### config.mk
export PLATFORM = sky130hd
export DESIGN_NAME = i2c_shift_engine
export DESIGN_NICKNAME = d
export VERILOG_FILES = /design/src/rtl/i2c_shift_engine.sv
export SDC_FILE = /design/constraint.sdc
export NUM_CORES = 1
export LEC_CHECK = 0
export CAP_MARGIN = 40
export CELL_PAD_IN_SITES_DETAIL_PLACEMENT = 0
export CELL_PAD_IN_SITES_GLOBAL_PLACEMENT = 2
export CORE_MARGIN = 3
export CORE_UTILIZATION = 29
export CTS_BUF_LIST = sky130_fd_sc_hd__clkbuf_8
export CTS_CLUSTER_DIAMETER = 60
export DETAILED_ROUTE_END_ITERATION = 7
export PLACE_DENSITY = 0.92
export RECOVER_POWER = 50
export SLEW_MARGIN = 20
export SYNTH_ARGS = -nofsm -noshare
export SYNTH_HDL_FRONTEND = slang
export SYNTH_SLANG_ARGS = --single-unit
### constraint.sdc
create_clock -name Clk -period 2.27 [get_ports Clk]
set_input_delay 0.3405 -clock Clk [delete_from_list [all_inputs] [get_ports Clk]]
set_output_delay 0.3405 -clock Clk [all_outputs]
set_load 0.02 [all_outputs]
### src/rtl/i2c_shift_engine.sv
// i2c_shift_engine: bit-level SDA shifter for one I2C byte/word frame.
// Transmits LoadData while sampling InputBit, then runs one ACK slot.
// Ports:
//   Clk, Rst        clock, async active-high reset
//   Load, LoadData  start frame with word to send (all-ones to receive)
//   AckDriveIn      value driven in the ACK slot (0 = ACK)
//   ShiftEn         one strobe per SCL rising edge
//   Abort           cancel frame, release SDA
//   InputBit        sampled SDA
//   OutputBit       SDA drive (1 = released)
//   Buffer          shift register / received word
//   BitCount        data bits shifted this frame
//   AckBit          SDA sampled in the ACK slot
//   Busy, Done      frame active / end-of-frame pulse
module i2c_shift_engine #(
    parameter int WIDTH     = 8,
    parameter bit MSB_FIRST = 1'b1
) (
    input  logic                           Clk,
    input  logic                           Rst,
    input  logic                           Load,
    input  logic [WIDTH-1:0]               LoadData,
    input  logic                           AckDriveIn,
    input  logic                           ShiftEn,
    input  logic                           Abort,
    input  logic                           InputBit,
    output logic                           OutputBit,
    output logic [WIDTH-1:0]               Buffer,
    output logic [$clog2(WIDTH+1)-1:0]     BitCount,
    output logic                           AckBit,
    output logic                           Busy,
    output logic                           Done
);

    localparam int CW = $clog2(WIDTH + 1);

    typedef enum logic [1:0] {
        S_IDLE  = 2'd0,
        S_SHIFT = 2'd1,
        S_ACK   = 2'd2
    } state_t;

    state_t           r_state;
    logic [WIDTH-1:0] r_buf;
    logic [CW-1:0]    r_cnt;
    logic             r_out;
    logic             r_ack;
    logic             r_done;
    logic             r_ackdrv;

    logic [WIDTH-1:0] w_shifted;
    logic             w_next_out;
    logic             w_first_out;
    logic             w_last;

    // The outgoing end is the MSB (MSB-first) or LSB; the received bit
    // fills the opposite end, so after WIDTH shifts Buffer is the rx word.
    assign w_shifted   = MSB_FIRST ? {r_buf[WIDTH-2:0], InputBit}
                                   : {InputBit, r_buf[WIDTH-1:1]};
    assign w_next_out  = MSB_FIRST ? r_buf[WIDTH-2] : r_buf[1];
    assign w_first_out = MSB_FIRST ? LoadData[WIDTH-1] : LoadData[0];
    assign w_last      = (r_cnt == CW'(WIDTH - 1));

    always_ff @(posedge Clk or posedge Rst) begin
        if (Rst) begin
            r_state  <= S_IDLE;
            r_buf    <= '0;
            r_cnt    <= '0;
            r_out    <= 1'b1;
            r_ack    <= 1'b1;
            r_done   <= 1'b0;
            r_ackdrv <= 1'b1;
        end else begin
            r_done <= 1'b0;
            if (Abort) begin
                r_state <= S_IDLE;
                r_out   <= 1'b1;
            end else begin
                case (r_state)
                    S_IDLE: begin
                        if (Load) begin
                            r_buf    <= LoadData;
                            r_cnt    <= '0;
                            r_ackdrv <= AckDriveIn;
                            r_out    <= w_first_out;
                            r_state  <= S_SHIFT;
                        end
                    end
                    S_SHIFT: begin
                        if (ShiftEn) begin
                            r_buf <= w_shifted;
                            r_cnt <= r_cnt + CW'(1);
                            if (w_last) begin
                                r_out   <= r_ackdrv;
                                r_state <= S_ACK;
                            end else begin
                                r_out <= w_next_out;
                            end
                        end
                    end
                    S_ACK: begin
                        if (ShiftEn) begin
                            r_ack   <= InputBit;
                            r_out   <= 1'b1;
                            r_done  <= 1'b1;
                            r_state <= S_IDLE;
                        end
                    end
                    default: r_state <= S_IDLE;
                endcase
            end
        end
    end

    assign OutputBit = r_out;
    assign Buffer    = r_buf;
    assign BitCount  = r_cnt;
    assign AckBit    = r_ack;
    assign Busy      = (r_state != S_IDLE);
    assign Done      = r_done;

endmodule

==> results.toml, run 1 <==
[status]
status = "completed"

[layout]
seq_area_um2 = 454.2
area.growth.synth_to_final_pct = 39.78
fill_cells = 328
layout.cells.most_common = "clkdlybuf4s50_1"
multiInputGateArea_um2 = 505.5
layout.nets = 147
n_antenna_cell = 0
layout-drive-gt1-share = 0.1667
final_cell_mix = "clkdlybuf4s50_1, dfrtp_1, nor2_1, nand2_1"

[synth]
synth_fp_nets = 115
synth_edf_count = 0
avgSynthCellArea_um2 = 10.63
synth_cell_types = 33
ys_ff_latch = 18
synth_area_um2 = 1010
yosys.area.top_type = "dfrtp_1"
yosysSeqAreaShare = 0.4498
yosys_warnings = 0
synth_top_cell_area_share = 0.3717
synth.area.top_cells = "dfrtp_1, dfstp_2, o221a_2"
syn_inst = 95
synth_top_flop_cell = "dfrtp_1"
synthArstFlopShare = 1.000

[timing]
hold_viol = 0
period_needed_ns = 2.046
setup_tns_ns = 0
worst_slack_ns = 0.2239
max_slew_margin = 0.5488
skew_ns = 0.004584
drv_slew = 0
tightest_slew_ns = 0.6760
fmax_mhz = 488.7
period_share = 0.9014
hold_ws_ns = 0.5016
setup-violations-final = 0
rsz0062_at_grt = "false"

[global_routing]
antenna_found_initial = 0
grt_usage = 0.1081
first_global_vias = 772
grt-ovfl-total = 0
grt_pass1_wl_mm = 3.622
grt_max_degree = 19

[floorplanning]
die_w_um = 65.01
placeableCoreArea_um2 = 3178
rows = 20
initial_utilization = 0.3177
io_pins = 31
dieArea_um2 = 4226
die_h_um = 65.01

[clock_tree]
clock_path_buffers = 2
insertion_delay_ns = 0.25
clk_pin_slew_ns = 0.07
hold_buffers = 0
cts_tree = "done"
numCtsBuffers = 3
cts.repair.resized = 0
h-tree-depth = 1
post_cts_buffers = 0
cts_sinks = 18
root_buffer = "clkbuf_8"

[worst_setup_path]
crit_path_max_incr_delay_ns = 0.59
critPathMostFrequentCell = "inv_1"
r2r_setup_slack_ns = 0.37
start_kind = "register"
path_class = "reg2out"
path_max_fanout = 9
path_cells = "inv_1 -> ha_1 -> inv_1 -> clkdlybuf4s50_1"
crit_path_end_kind = "output port"
arrival_ns = 1.71
worstPathRequired_ns = 1.93
critPathSlowestCell = "clkdlybuf4s50_1"

[placement]
place_congestion = 0.8259
port_buffers = 30
hpwl_mm = 1.623
place_ws_ns = 0.3579

[drt]
wl_per_cell_um = 12.85
dr.pass1.iters = 2
ant_nets = 0
drt_wl_total_mm = 2.185
viasPerCell = 4.688
vias = 797
drcViolationCount = 0
drtIter0Drc = 46

[power]
power_density_nw_per_um2 = 1280
peakVddDrop_uv = 507.6
finalPower_mw = 1.806
leakagePower_nw = 0.6016

[run]
cap_violations = 0

[worst_hold_path]
hp-class = "reg2reg"
==> worst max-delay path: cells and delay by family (launching register included) <==
family	cells	cell delay, ns
DFF	1	0.40
buffers and inverters	3	0.76
adders and majority gates	1	0.31
==> state kept, by name, indices dropped and copies added (netlist names) <==
register,flops
r_state,2
OutputBit,1
Done,1
r_ackdrv,1
Buffer,8
BitCount,4
AckBit,1
==> kinds of logic (layout without fill, tap and decap cells) <==
logic type,count (synthesis),after routing,synth area share
and+or+nand+nor,32,32,0.1624
AOI/OAI and AO/OA,21,21,0.1983
DFF,18,18,0.4498
buffers and inverters,12,43,0.04957
muxes,7,7,0.07806
adders and majority gates,5,5,0.06196
==> per-stage QoR <==
| stage | utilization | instances | instance area [um^2] |
|---|---|---|---|
| floorplan | - | 95 | 1010 |
| global placement | 0.4268 | 166 | 1356 |
| detailed placement | 0.4268 | 166 | 1356 |
| CTS | 0.4441 | 170 | 1411 |
| global route | 0.4441 | 170 | 1411 |
| finish | 0.4441 | 170 | 1411 |
==> metal layers <==
metal  wire length, um  track usage  part of all wire  vias up
met4                 0      0.01583                 0        0
li1                  -            -                 -      406
met1              1150       0.1573              0.53      366
met3               132      0.03293             0.060        0
met5                 0            0                 0        -
met2               902       0.1596              0.41       25
==> cell type report <==
| cell class | instances | share of cell area |
|---|---|---|
| well taps | 44 | 0.03901 |
| multi-input cells | 65 | 0.3582 |
| clock buffers | 4 | 0.03901 |
| flip-flops and latches | 18 | 0.3218 |
| repair buffers | 32 | 0.2234 |
| inverters | 7 | 0.01862 |
==> synth_stat cells, drive strengths merged, types with 2 or more instances <==
library cell and count:
dfrtp 15, nand2 10, nor2 10, inv 7, o221a 7, ha 5
buf 4, mux2 4, nand3 4, a21oi 3, dfstp 3, mux2i 3
a32o 2, nor2b 2, o21ai 2
==> path summary, 6_finish.rpt <==
path | start | cells past startpoint | to
worst max-delay path | r_state[0] | 4 | Busy
worst min-delay path | OutputBit | 2 | OutputBit
worst max register to register | r_state[1] | 7 | Buffer[4]
worst min register to register | OutputBit | 2 | OutputBit
max in group asynchronous | Rst | 2 | Buffer[4]
min in group asynchronous | Rst | 2 | Buffer[6]
==> power by group <==
part | internal, mW | switching, mW
Sequential | 0.473 | 0.116
Clock | 0.154 | 0.102
Combinational | 0.472 | 0.490
(Power assumes the default switching activity.)
==> inputs of run 2 (changes only) <==
--- a/config.mk
+++ b/config.mk
@@ -9,11 +9,11 @@
 export CELL_PAD_IN_SITES_DETAIL_PLACEMENT = 0
 export CELL_PAD_IN_SITES_GLOBAL_PLACEMENT = 2
 export CORE_MARGIN = 3
-export CORE_UTILIZATION = 29
-export CTS_BUF_LIST = sky130_fd_sc_hd__clkbuf_8
+export CORE_UTILIZATION = 28
+export CTS_BUF_LIST = sky130_fd_sc_hd__clkbuf_16
 export CTS_CLUSTER_DIAMETER = 60
 export DETAILED_ROUTE_END_ITERATION = 7
-export PLACE_DENSITY = 0.92
+export PLACE_DENSITY = 0.9
 export RECOVER_POWER = 50
 export SLEW_MARGIN = 20
 export SYNTH_ARGS = -nofsm -noshare
==> results.toml, run 2 (synthesis gave the netlist of run 1 again) <==
[global_routing]
grt_usage = 0.1145
grt_pass1_wl_mm = 3.850
antenna_found_initial = 0
grt_max_degree = 19
first_global_vias = 851
grt-ovfl-total = 0

[clock_tree]
cts.repair.resized = 0
clk_pin_slew_ns = 0.05
insertion_delay_ns = 0.25
hold_buffers = 0
h-tree-depth = 1
post_cts_buffers = 0
cts_tree = "done"
cts_sinks = 18
clock_path_buffers = 2
numCtsBuffers = 3
root_buffer = "clkbuf_16"

[floorplanning]
placeableCoreArea_um2 = 3416
die_w_um = 66.05
initial_utilization = 0.2956
die_h_um = 66.05
io_pins = 31
dieArea_um2 = 4363
rows = 21

[worst_setup_path]
path_max_fanout = 9
arrival_ns = 1.70
start_kind = "register"
crit_path_end_kind = "output port"
worstPathRequired_ns = 1.93
path_class = "reg2out"

[placement]
place_congestion = 0.7660
port_buffers = 30

[timing]
tightest_slew_ns = 0.6861
fmax_mhz = 490.6
period_share = 0.8979
drv_slew = 0
setup-violations-final = 0
max_slew_margin = 0.5421
rsz0062_at_grt = "false"
skew_ns = 0.002702
hold_viol = 0
period_needed_ns = 2.038
setup_tns_ns = 0

[layout]
layout.nets = 148
largest_reg_flops = 8
layout.cells.most_common = "clkdlybuf4s50_1"
area.growth.synth_to_final_pct = 43.12
n_antenna_cell = 0
final_cell_mix = "clkdlybuf4s50_1, dfrtp_1, nor2_1, nand2_1"
layout-drive-gt1-share = 0.1654
fin_util = 0.4231

[power]
p_int_mw = 1.190
seqPwrFrac = 0.307
power_density_nw_per_um2 = 1328
p_sw_uw = 728.7
finalPower_mw = 1.919
p_comb_frac = 0.509
leakagePower_nw = 0.6166
peakVddDrop_uv = 555.6
clkPwrFrac = 0.184
p_sw_frac = 0.3798

[drt]
wl_per_cell_um = 12.69
dr.pass1.iters = 4
drtIter0Drc = 30
ant_nets = 0
drcViolationCount = 0
drt_wl_total_mm = 2.196
viasPerCell = 4.688
vias = 811

[status]
status = "completed"

[worst_hold_path]
hp-class = "reg2reg"

[run]
cap_violations = 0
run 2: metrics by stage:
stage               instances  hold WS (ns)  instance area [um^2]  worst slack, ns
finish                    173        0.5041                  1445           0.2318
global placement          169        0.5008                  1366           0.4088
CTS                       173        0.5060                  1445           0.2253
detailed placement        169        0.4981                  1366           0.3637
global route              173        0.5432                  1445           0.1488
floorplan                  95        0.2769                  1010           0.6124
run 2: power groups by stage:
stage / clock [mW] / sequential (mW) / combinational, mW
2_1_floorplan: 0 / 0.707 / 0.497
6_report: 0.353 / 0.590 / 0.976
4_1_cts: 0.360 / 0.594 / 1.00
3_5_place_dp: 0 / 0.595 / 0.998
3_3_place_gp: 0 / 0.593 / 0.983
5_1_grt: 0.376 / 0.613 / 1.07
run 2: area by class of cell:
type                       count  area (um^2)
tap                           46        57.56
clock inverter                 1        3.754
inverter                       7        26.28
timing repair buffer          33        322.8
multi-input combinational     65        505.5
clock buffer                   3        75.07
fill                         355         1971
sequential                    18        454.2
run 2: critical path: stages, from the launching register on:
cell             delay, ns
dfrtp_1               0.39
inv_1                 0.08
ha_1                  0.31
inv_1                 0.08
clkdlybuf4s50_1       0.59
run 2: path summary, 6_finish.rpt:
| kind | startpoint | to | slack [ns] | depth (start not counted) |
|---|---|---|---|---|
| setup / recovery | r_state[0] | Busy | 0.23 | 4 |
| hold / removal | OutputBit | OutputBit | 0.50 | 2 |
| setup reg to reg | r_state[1] | Buffer[1] | 0.43 | 7 |
| hold reg to reg | OutputBit | OutputBit | 0.50 | 2 |
| max in group asynchronous | Rst | Buffer[7] | 1.20 | 2 |
| min in group asynchronous | Rst | r_state[1] | 0.64 | 2 |
run 2: layer usage:
layer,global-route usage,vias up,share of wire
met5,0,-,0
met4,0.04569,0,0.011
met3,0.02381,4,0.066
met2,0.1852,24,0.46
met1,0.1484,377,0.46
li1,-,406,-
